$ cat src/rtl/line_server_pkg.sv
// Shared definitions for the line memory server: default geometry and the
// 3-bit state encoding used by the request FSM.
package line_server_pkg;

  localparam int LS_MEMSIZE  = 25;
  localparam int LS_ADDRSIZE = 6;
  localparam int LS_DEPTH    = 64;

  typedef logic [2:0] state_t;

  localparam state_t IDLE  = 3'd0;
  localparam state_t READY = 3'd1;
  localparam state_t FETCH = 3'd2;
  localparam state_t LATCH = 3'd3;
  localparam state_t HOLD  = 3'd4;
  localparam state_t WRITE = 3'd5;

endpackage

$ cat src/rtl/line_index_counter.sv
// Line index counter: synchronous clear, enabled modulo increment and a flag
// marking the final line of a pass.
module line_index_counter #(
  parameter int addrsize = 6,
  parameter int DEPTH    = 64
) (
  input  logic                clk,
  input  logic                rst,
  input  logic                load_zero_i,
  input  logic                en_i,
  output logic [addrsize-1:0] count_o,
  output logic                last_o
);

  localparam logic [addrsize-1:0] LAST_IDX = addrsize'(DEPTH - 1);

  logic [addrsize-1:0] count_q, count_d, count_inc;
  logic                carry_unused;

  // The carry out of the increment is deliberately dropped: the index wraps.
  assign {carry_unused, count_inc} = {1'b0, count_q} + {{addrsize{1'b0}}, 1'b1};

  always_comb begin
    count_d = count_q;
    if (load_zero_i) begin
      count_d = '0;
    end else if (en_i) begin
      count_d = count_inc;
    end
  end

  always_ff @(posedge clk) begin
    if (rst) begin
      count_q <= '0;
    end else begin
      count_q <= count_d;
    end
  end

  assign count_o = count_q;
  assign last_o  = (count_q == LAST_IDX);

endmodule

$ cat src/rtl/line_memory_server.sv
// Memory-side responder: walks line indices in order, fetches each line,
// holds it for the controller and writes the processed line back in place.
module line_memory_server
  import line_server_pkg::*;
#(
  parameter int memsize  = LS_MEMSIZE,
  parameter int addrsize = LS_ADDRSIZE,
  parameter int DEPTH    = LS_DEPTH
) (
  input  logic                clk,
  input  logic                rst,
  input  logic                start,
  input  logic                readLine,
  input  logic                writeVal,
  input  logic [memsize-1:0]  wdata,
  output logic [memsize-1:0]  line,
  output logic                lineValid,
  output logic [addrsize-1:0] count,
  output logic                done,
  output logic [addrsize-1:0] memAddr,
  output logic                memRead,
  output logic                memWrite,
  output logic [memsize-1:0]  memWData,
  input  logic [memsize-1:0]  memRData
);

  state_t              state_q, state_d;
  logic [memsize-1:0]  line_q, line_d;
  logic [memsize-1:0]  wreg_q, wreg_d;
  logic                done_q, done_d;
  logic [addrsize-1:0] count_w;
  logic                last_w;
  logic                accept_start;

  assign accept_start = (state_q == IDLE) && start;

  line_index_counter #(
    .addrsize(addrsize),
    .DEPTH   (DEPTH)
  ) u_index (
    .clk        (clk),
    .rst        (rst),
    .load_zero_i(accept_start),
    .en_i       (state_q == WRITE),
    .count_o    (count_w),
    .last_o     (last_w)
  );

  always_ff @(posedge clk) begin
    if (rst) begin
      state_q <= IDLE;
    end else begin
      state_q <= state_d;
    end
  end

  // writeVal is only examined in HOLD, so it beats a coincident readLine there.
  always_comb begin
    state_d = state_q;
    unique case (state_q)
      IDLE:    if (start)    state_d = READY;
      READY:   if (readLine) state_d = FETCH;
      FETCH:   state_d = LATCH;
      LATCH:   state_d = HOLD;
      HOLD:    if (writeVal) state_d = WRITE;
      WRITE:   state_d = last_w ? IDLE : READY;
      default: state_d = IDLE;
    endcase
  end

  always_comb begin
    line_d = line_q;
    wreg_d = wreg_q;
    done_d = done_q;
    if (accept_start)                    done_d = 1'b0;
    if (state_q == LATCH)                line_d = memRData;
    if ((state_q == HOLD) && writeVal)   wreg_d = wdata;
    if ((state_q == WRITE) && last_w)    done_d = 1'b1;
  end

  always_ff @(posedge clk) begin
    if (rst) begin
      line_q <= '0;
      wreg_q <= '0;
      done_q <= 1'b0;
    end else begin
      line_q <= line_d;
      wreg_q <= wreg_d;
      done_q <= done_d;
    end
  end

  always_comb begin
    memRead   = 1'b0;
    memWrite  = 1'b0;
    memAddr   = '0;
    memWData  = '0;
    lineValid = 1'b0;
    case (state_q)
      FETCH: begin
        memRead = 1'b1;
        memAddr = count_w;
      end
      HOLD: lineValid = 1'b1;
      WRITE: begin
        memWrite = 1'b1;
        memAddr  = count_w;
        memWData = wreg_q;
      end
      default: ;
    endcase
  end

  assign line  = line_q;
  assign count = count_w;
  assign done  = done_q;

endmodule
$ cat config.mk
export PLATFORM = sky130hd
export DESIGN_NAME = line_memory_server
export DESIGN_NICKNAME = d
export VERILOG_FILES = /design/src/rtl/line_server_pkg.sv /design/src/rtl/line_index_counter.sv /design/src/rtl/line_memory_server.sv
export SDC_FILE = /design/constraint.sdc
export NUM_CORES = 1
export LEC_CHECK = 0
export ABC_AREA = 1
export CAP_MARGIN = 20
export CELL_PAD_IN_SITES_DETAIL_PLACEMENT = 1
export CELL_PAD_IN_SITES_GLOBAL_PLACEMENT = 1
export CORE_MARGIN = 2
export CORE_UTILIZATION = 28
export DETAILED_ROUTE_END_ITERATION = 10
export GPL_TIMING_DRIVEN = 0
export PLACE_DENSITY = 0.92
export SLEW_MARGIN = 25
export SYNTH_ARGS = -nofsm -noshare
export SYNTH_HDL_FRONTEND = slang
export SYNTH_HIERARCHICAL = 1
export SYNTH_SLANG_ARGS = --single-unit
$ cat constraint.sdc
create_clock -name clk -period 1.6 [get_ports clk]
set_input_delay 0.32 -clock clk [delete_from_list [all_inputs] [get_ports clk]]
set_output_delay 0.32 -clock clk [all_outputs]
set_load 0.03 [all_outputs]
==> results of run 1 <==
## kinds of logic after synthesis
family / Yosys count
DFF: 60
adders and majority gates: 1
AOI/OAI and AO/OA: 61
and+or+nand+nor: 174
buffers and inverters: 64
## metal layers
metal  vias up  routed length [um]  global-route usage (%)  part of all wire [%]
li1       1439                   -                       -                     -
met1      1367                3930                    21.2                    40
met2        83                5200                    34.1                    53
met3        13                 514                    5.27                   5.2
met4         0                 183                    7.17                   1.9
met5         -                   0                       0                     0
## worst reg2reg max path, stage by stage (launching register included)
cell and delay, ps:
dfxtp_4 360, inv_4 50, nor3_4 280, buf_6 170
buf_6 110, buf_6 90, buf_4 90, nand2_1 90
nor2_2 130, nand2_1 80, nand2_1 60, nor2_1 50
## where the power goes
| group | switching, mW | total [mW] | internal (mW) |
|---|---|---|---|
| sequential | 0.0317 | 1.57 | 1.54 |
| combinational | 0.294 | 0.559 | 0.265 |
| clock | 0.602 | 1.47 | 0.865 |
| total | 0.928 | 3.59 | 2.66 |
## registers in the layout, indices dropped and copies added, names as in the netlist
signal / count
line: 25
wreg_q: 25
u_index/count_o: 6
state_q: 3
done: 1
## layout make-up
class / count / area, um2
buffer: 16 / 106
clock buffer: 10 / 128
sequential: 60 / 1210
tap: 108 / 135
inverter: 45 / 183
multi-input combinational: 236 / 1360
timing repair buffer: 148 / 1500
clock inverter: 5 / 76.3
fill: 1060 / 4060
## how the worst max path moves through the flow
stage | to | cells after the start | start | slack [ps]
after floorplan | memWData[10] | 5 | state_q[0] | -240
after global routing | memWData[20] | 6 | state_q[0] | -430
after detailed placement | memWData[21] | 6 | state_q[2] | -770
after CTS | memAddr[5] | 8 | state_q[2] | -350
final | memWData[20] | 6 | state_q[0] | -350
after global placement | memWData[14] | 6 | state_q[2] | -720
## stage by stage
step           utilization (%)  setup slack (ps)  hold slack, ps  power [mW]
6_report                  53.6              -349             462        3.59
2_1_floorplan                -              -236             439        1.84
4_1_cts                   52.1              -346             463        3.59
5_1_grt                   53.6              -427             491        3.75
3_3_place_gp              47.1              -723             446        2.07
3_5_place_dp              47.1              -772             453        2.09
## repair_timing
action,4_1_cts,5_1_grt
setup endpoints to repair,69,68
hold endpoints to repair,0,0
gates cloned,2,1
pin swaps,5,9
buffers inserted,14,18
gates resized for setup,287,40
## placed cells by master (no fill, tap or decap), types with 2 or more instances in the layout
| master | count |
|---|---|
| nand3_1 | 30 |
| o21ai_0 | 28 |
| nand3_2 | 3 |
| nor3_4 | 2 |
| inv_1 | 40 |
| clkbuf_2 | 4 |
| bufinv_16 | 2 |
| clkbuf_1 | 6 |
| clkdlybuf4s50_1 | 53 |
| inv_4 | 4 |
| buf_6 | 50 |
| clkbuf_8 | 9 |
| nor2_1 | 62 |
| nand2_2 | 2 |
| dlygate4sd2_1 | 31 |
| a21oi_2 | 2 |
| a21oi_1 | 29 |
| nor2_2 | 2 |
| dfxtp_1 | 57 |
| dfxtp_2 | 2 |
| nor2_4 | 33 |
| buf_12 | 4 |
| nand2_1 | 36 |
| buf_4 | 15 |
| clkinv_2 | 3 |
==> reports/metrics.cfg, run 1 <==
[route]
ant_nets = 0
avgViaCountPerCell = 4.62
firstDrtPassIters = 4
drc = 0
drt_iter0_drc = 41
vias = 2902
wl_um = 9820
wl_per_cell_um = 15.6

[timing]
timing.fmax_mhz = 513
setup_ws_ps = -349
period_share_pct = 122
fin_skew_ps = 13.4
setup_viol = 35
worstMarginPinSlew_ps = 614
slew_headroom_pct = 59.1
fin_tns_setup_ps = -9870
drv_slew = 0
rsz0062_at_grt = true
finalHoldViolCount = 0
fin_crit_ps = 1950

[setup_path]
worst-path-buf-inv = 4
timing.rr.end = u_index/count_o[4]
setup.worst_path.start_class = flop
crit_family = buffers and inverters
max_stage_delay_ps = 360
path_max_fanout = 6
end_kind = output pin
r2r_setup_slack_ps = -60
crit_required_ps = 1280
worst-setup-path-type = reg -> out
cpMaxStageDelayCell = dfxtp_4
cp_cell_sequence = inv_4, nor3_4, clkinv_4, buf_12, nor2_4, buf_6
r2r_cells = 11
arrival_ps = 1630
r2r_start = state_q[0]

[floorplan]
ios = 121
die_x_um = 99.4
start_util_pct = 29.1
die_h_um = 99.4
dieArea_um2 = 9890
core_area_um2 = 8760
row_count = 34

[power_and_ir_drop]
p_leak_nw = 1.83
power_density_nw_per_um2 = 764
peakVddDrop_v = 0.000383

[min_path]
hp-class = reg -> reg
whs_endpoint = wreg_q[2]
hold_depth = 2
hp-start = wreg_q[2]

[layout]
layout.cells.non_filler = 628
final_layout_size_suffix_gt1_share_pct = 27.9
design_area_um2 = 4700
area_growth_pct = 84.3
n_antenna_cell = 0
nNetsFinal = 572

[placement]
gp_congestion = 0.814
port_buffers = 119
dp.cells = 587
placed_area_um2 = 4130
place_hpwl_um = 6630

[synthesis]
synth_area_um2 = 2550
synthFlopType = dfxtp_1
yosys.area_share.adder_pct = 0.491
yosysMostFrequentCell = nor2_1
synth_compound_gate_area_share_pct = 12.1
yosysWarnings = 6
synthMuxAreaShare_pct = 0
yosysTopAreaCell = dfxtp_1
synth_edf_count = 0
syn_area_per_cell_um2 = 7.08
synth_nets = 416
synthArstFlopShare_pct = 0
yosys.area_share.simple_pct = 29.0
ys_seq_area_share_pct = 47.1
ys_seq_elements = 60
synth_top_family_by_area = simple AND/OR/NAND/NOR gates
synthCells = 360
synth_cell_types = 21
synth_area_leaders = dfxtp_1 47%, nor2_1 14%, nand3_1 6.7%, inv_1 6.3%, a21oi_1 6.1%
synth_top_area_share_pct = 47.1
synthTopCellsByCount = 96 x nor2_1, 60 x dfxtp_1, 43 x inv_1, 38 x nand2_1, 34 x nand3_1
synthXorXnorAreaFrac_pct = 0

[global_routing]
overflow = 0
track_usage_pct = 19.0
first_global_vias = 3035
grt_max_degree = 11
antenna_found_initial = 0
grt_pass1_wl_um = 14900

[clock_tree]
clock_latency_ps = 340
root_buffer = clkbuf_8
ctsHoldBuffers = 0
path_clk_slew_ps = 60
htreeDepth = 3
cts_buffer_depth = 2
numCtsBuffers = 9
cts_sinks = 60
cts_tree = done

[run_status]
violations = setup timing
status = finished, violations left

[job]
max_cap_viol_count = 0

(Power assumes the default switching activity.)
==> run 2, diff against run 1 <==
--- a/config.mk
+++ b/config.mk
@@ -11,6 +11,7 @@
 export CELL_PAD_IN_SITES_GLOBAL_PLACEMENT = 1
 export CORE_MARGIN = 2
 export CORE_UTILIZATION = 28
+export CTS_BUF_LIST = sky130_fd_sc_hd__clkbuf_8
 export DETAILED_ROUTE_END_ITERATION = 10
 export GPL_TIMING_DRIVEN = 0
 export PLACE_DENSITY = 0.92
==> constraint.sdc (replaced) <==
create_clock -name clk -period 1.6 [get_ports clk]
set_input_delay 0.32 -clock clk [delete_from_list [all_inputs] [get_ports clk]]
set_output_delay 0.32 -clock clk [all_outputs]
set_load 0.02 [all_outputs]
==> run 2 against run 1 <==
Effect of this change:
- the flow still finishes with violations (setup timing)
- utilization fell by 2.5 points
- die area is the same
- via count grew 0.76%
- setup slack improved by 83 ps
==> reports/metrics.cfg, run 2 (same netlist as run 1, synthesis figures left out) <==
[run_status]
status = finished, violations left
violations = setup timing

[power_and_ir_drop]
p_comb_share_pct = 15.7
peakVddDrop_v = 0.000485
p_int_mw = 2.41
p_switching_mw = 0.871
swShare_pct = 26.6
clkPwrFrac_pct = 36.7
sequentialPowerShare_pct = 47.6
power_density_nw_per_um2 = 731
p_leak_nw = 1.77

[layout]
nNetsFinal = 565
final_cell_mix = 66 x nor2_1, 58 x dfxtp_1, 53 x clkdlybuf4s50_1
n_antenna_cell = 0
fillers = 1096
design_area_um2 = 4490
final_layout_size_suffix_gt1_share_pct = 24.6
area_growth_pct = 75.9
final_common_cell = nor2_1

[job]
max_cap_viol_count = 0

[clock_tree]
numCtsBuffers = 9
clock_latency_ps = 330
htreeDepth = 3
cts_sinks = 60
path_clk_slew_ps = 70
root_buffer = clkbuf_8
ctsHoldBuffers = 0
cts_tree = done
cts_buffer_depth = 2

[timing]
finalHoldViolCount = 0
fin_crit_ps = 1870
fin_skew_ps = 5.19
rsz0062_at_grt = true
worstMarginPinSlew_ps = 498
timing.fmax_mhz = 536
drv_slew = 0
setup_ws_ps = -267
period_share_pct = 117
slew_headroom_pct = 66.8
fin_tns_setup_ps = -7150
setup_viol = 33

[global_routing]
first_global_vias = 3217
grt_max_degree = 11
overflow = 0
grt_pass1_wl_um = 15300
track_usage_pct = 19.2
antenna_found_initial = 0

[setup_path]
end_kind = output pin
crit_required_ps = 1280
cpMaxStageDelayCell = dfxtp_4
arrival_ps = 1550
worst-setup-path-type = reg -> out
setup.worst_path.start_class = flop
cp_cell_sequence = inv_6, nor3_4, inv_4, buf_12, nor2_4, buf_6
crit_family = buffers and inverters
max_stage_delay_ps = 380
path_max_fanout = 10
worst-path-buf-inv = 4

[route]
firstDrtPassIters = 4
vias = 2924
ant_nets = 0
drt_iter0_drc = 89
avgViaCountPerCell = 4.71
wl_per_cell_um = 14.9
wl_um = 9240
drc = 0

[floorplan]
ios = 121
die_x_um = 99.4
row_count = 34
die_h_um = 99.4
core_area_um2 = 8760
start_util_pct = 29.1
dieArea_um2 = 9890

[placement]
gp_congestion = 0.823
placed_area_um2 = 4080
port_buffers = 119
place_hpwl_um = 6580

[min_path]
hp-class = reg -> reg

run 2: cell count changes in the layout (fill, tap and decap cells not counted), moves of 2 or more:
cell	before	now
inv_4	4	1
nor2_2	2	8
bufinv_16	2	0
buf_4	15	18
clkbuf_8	9	11
dfxtp_2	2	0
nor2_4	33	23
clkbuf_2	4	2
nor2_1	62	66
buf_12	4	2
buf_6	50	40
inv_1	40	42
run 2: per-stage QoR:
stage	utilization (%)	cells	total power, mW	setup slack (ps)	hold slack [ps]
floorplan	-	360	1.81	-99.7	439
global placement	46.5	587	2.04	-650	446
detailed placement	46.5	587	2.06	-669	457
CTS	50.3	617	3.28	-274	466
global route	51.2	621	3.43	-354	483
finish	51.2	621	3.28	-267	466
run 2: power by group through the flow:
stage / Sequential [mW] / Clock [mW] / Combinational, mW
finish: 1.56 / 1.20 / 0.513
global route: 1.56 / 1.31 / 0.558
CTS: 1.56 / 1.24 / 0.485
detailed placement: 1.60 / 0 / 0.467
global placement: 1.59 / 0 / 0.450
floorplan: 1.63 / 0 / 0.185
run 2: per-layer routing:
metal,GRT usage (%),wire (um),up-vias
li1,-,-,1426
met1,20.1,3530,1388
met2,36.2,4940,94
met3,5.55,599,16
met4,6.74,172,0
met5,0,0,-
run 2: path summary, 6_finish.rpt:
| path | from | endpoint | slack [ps] | cells after the start |
|---|---|---|---|---|
| worst max-delay path | state_q[0] | memWData[10] | -270 | 6 |
| worst min-delay path | wreg_q[7] | wreg_q[7] | 470 | 2 |
| worst max register to register | state_q[2] | wreg_q[23] | 70 | 9 |
| worst min register to register | wreg_q[7] | wreg_q[7] | 470 | 2 |
run 2: worst min-delay path, delay by kind of cell (launching register included):
kind / cells / cell delay [ps]
DFF: 1 / 310
and+or+nand+nor: 1 / 60
AOI/OAI and AO/OA: 1 / 50
run 2: what timing repair did:
action | in CTS | in global routing
buffers inserted | 14 | 5
cloned | 1 | 0
setup endpoints to repair | 66 | 70
gates resized for setup | 246 | 17
pin swaps | 4 | 9
run 2: area by class of cell:
class                           count  area [um2]  area share [%]
Buffer                             19         156            3.49
Clock buffer                       11         151            3.38
Clock inverter                      4        17.5           0.391
Inverter                           45         185            4.13
Multi-Input combinational cell    236        1270            28.4
Sequential cell                    60        1210            26.9
Tap cell                          108         135            3.01
Timing Repair Buffer              138        1360            30.3
==> RTL edit (config.mk and constraints of run 2) <==
Add an input register stage for `memRData`, without a reset; this delays it by one clock. The other inputs are not delayed to match.
--- a/src/rtl/line_memory_server.sv
+++ b/src/rtl/line_memory_server.sv
@@ -23,6 +23,12 @@
   output logic [memsize-1:0]  memWData,
   input  logic [memsize-1:0]  memRData
 );
+
+  logic [memsize-1:0] memRData_q;
+
+  always_ff @(posedge clk) begin
+    memRData_q <= memRData;
+  end
 
   state_t              state_q, state_d;
   logic [memsize-1:0]  line_q, line_d;
@@ -73,7 +79,7 @@
     wreg_d = wreg_q;
     done_d = done_q;
     if (accept_start)                    done_d = 1'b0;
-    if (state_q == LATCH)                line_d = memRData;
+    if (state_q == LATCH)                line_d = memRData_q;
     if ((state_q == HOLD) && writeVal)   wreg_d = wdata;
     if ((state_q == WRITE) && last_w)    done_d = 1'b1;
   end
Behaviour: not the same (a bounded check fails within 10 cycles, from zero or initial values and one cycle with rst high).
==> RTL edit against run 2 <==
The flow still finishes with violations (negative setup slack); maximum frequency is 2.3% lower; design area is 11% higher; setup slack worse by 0.044 ns; register-to-register slack worse by 0.05 ns; sequential cell count is 25 higher; utilization is 4.7 points lower; total power is 31% higher; routed wire length is 3.4% higher; synthesized cell count is 6.9% higher; global-route usage is 2.2 points lower; area after synthesis is 20% higher; critical path type unchanged.
==> RTL edit: results (changes against run 2) <==
\begin{tabular}{lr}
\hline
Metric & Value \\
\hline
\multicolumn{2}{l}{\textbf{STA}} \\
Relative slew slack & 0.6695 (+0.001793) \\
Final setup violating endpoints & 33 (unchanged) \\
Post-layout worst setup margin & -0.3101 ns (-0.04351 ns) \\
Post-route clock skew & 0.008084 ns (+0.002892 ns) \\
\multicolumn{2}{l}{\textbf{CTS}} \\
Clock-pin slew of the registers on the worst-case setup and hold paths & 0.09 ns (+0.02 ns) \\
Deepest level of the CTS H-tree & 3 (unchanged) \\
Clk Latency, worst-skew pair & 0.35 ns (+0.02 ns) \\
\multicolumn{2}{l}{\textbf{Finish}} \\
Net count of the finished layout & 586 (+3.7\%) \\
\multicolumn{2}{l}{\textbf{Run status}} \\
Status & finished with violations \\
Violated checks & negative setup slack \\
\multicolumn{2}{l}{\textbf{Yosys}} \\
Largest cells by area after synthesis & dfxtp\_1 (56\%), nor2\_1 (12\%), nand3\_1 (5.6\%) \\
Proportion of synthesized chip area in sequential cells & 0.5578 (+0.08678) \\
Post-Synthesis Net Count & 441 (+6.0\%) \\
Ranking of synthesized cells by instance count & nor2\_1 (96), dfxtp\_1 (85), inv\_1 (42) \\
Predominant post-synthesis flop cell & dfxtp\_1 \\
Share of the synthesized area in the top cell type & 0.5578 (+0.08678) \\
\multicolumn{2}{l}{\textbf{Power}} \\
Maximum vdd drop & 474.6 uV (-2.1\%) \\
Leakage power summed over all cells & 0.001951 uW (+10\%) \\
Cell internal pwr & 3164 uW (+32\%) \\
\multicolumn{2}{l}{\textbf{Min path}} \\
Worst min path class & input port to flip-flop \\
\multicolumn{2}{l}{\textbf{Placed design}} \\
Final weighted congestion of routability-driven global placement & 0.7378 (-10\%) \\
Worst-case setup slack after placement & -0.6879 ns (-0.01846 ns) \\
Half-perimeter wire length after placement & 6865 microns (+4.3\%) \\
\multicolumn{2}{l}{\textbf{GRT}} \\
Global-route wire length before repair & 15470 microns (+1.3\%) \\
All-layer global routing usage & 0.1697 (-0.02197) \\
Pin count of the biggest net entering global routing & 17 (+6) \\
Vias in the first global route & 3271 (+1.7\%) \\
\multicolumn{2}{l}{\textbf{Worst setup path}} \\
Worst Path Arrival & 1.59 ns (+0.04 ns) \\
Largest stage delay on the critical path & 0.40 ns (+0.02 ns) \\
Family with the most delay on the worst path & buffers and inverters \\
\multicolumn{2}{l}{\textbf{Routing}} \\
Average vias per placed instance & 4.458 (-5.3\%) \\
Final routed wirelength across all metal layers & 9555 microns (+3.4\%) \\
\hline
\end{tabular}
==> RTL edit: logic make-up (layout without fill, tap and decap cells) <==
group / after synthesis / in the layout / share of synthesized area
AND/OR/NAND/NOR: 174 / 174 / 0.2424
flip-flops: 85 / 85 / 0.5578
buffers and inverters: 64 / 214 / 0.09475
AO/OA/AOI/OAI: 61 / 61 / 0.1009
adder cells (fa/ha/maj): 1 / 1 / 0.004101
==> RTL edit: path summary, 6_finish.rpt <==
kind         cells past startpoint                  to  slack (ns)   startpoint
max                              6        memWData[21]       -0.31   state_q[0]
min                              1       memRData_q[6]        0.40  memRData[6]
max reg2reg                     10  u_index/count_o[4]        0.02   state_q[0]
min reg2reg                      2          wreg_q[16]        0.47   wreg_q[16]
==> RTL edit: power groups by stage <==
stage / combinational (uW) / clock, uW / sequential, uW
after floorplan: 187 / 0 / 2300
after global placement: 454 / 0 / 2270
after detailed placement: 472 / 0 / 2280
after CTS: 463 / 1630 / 2240
after global routing: 514 / 1710 / 2240
final: 469 / 1570 / 2230
==> RTL edit: layout make-up <==
type | instances | area, sq um
inverter | 45 | 178.9
fill | 1276 | 5748
timing repair buffer | 135 | 1326
clock inverter | 7 | 81.33
tap | 140 | 175.2
multi-input combinational | 236 | 1255
buffer | 18 | 146.4
clock buffer | 9 | 123.9
sequential | 85 | 1710
==> RTL edit: routing by layer <==
metal | vias up | global-route usage | wire length (microns)
li1 | 1490 | - | -
met1 | 1420 | 0.1802 | 3750
met2 | 87 | 0.3275 | 5210
met3 | 12 | 0.03436 | 440
met4 | 0 | 0.06227 | 154
met5 | - | 0 | 0
==> RTL edit: metrics by stage <==
stage	hold WS (ns)	utilization	instances	area [sq um]
after floorplan	0.3477	-	385	3256
after global placement	0.4473	0.4301	644	4622
after detailed placement	0.4562	0.4301	644	4622
after CTS	0.3766	0.4639	675	4985
after global routing	0.3747	0.4651	675	4997
final	0.3972	0.4651	675	4997
==> RTL edit: repair_timing <==
item	4_1_cts	5_1_grt
cloned	1	0
buffers inserted	15	1
resized for setup	249	11
pin swaps	6	3
endpoints found under the setup margin	78	58
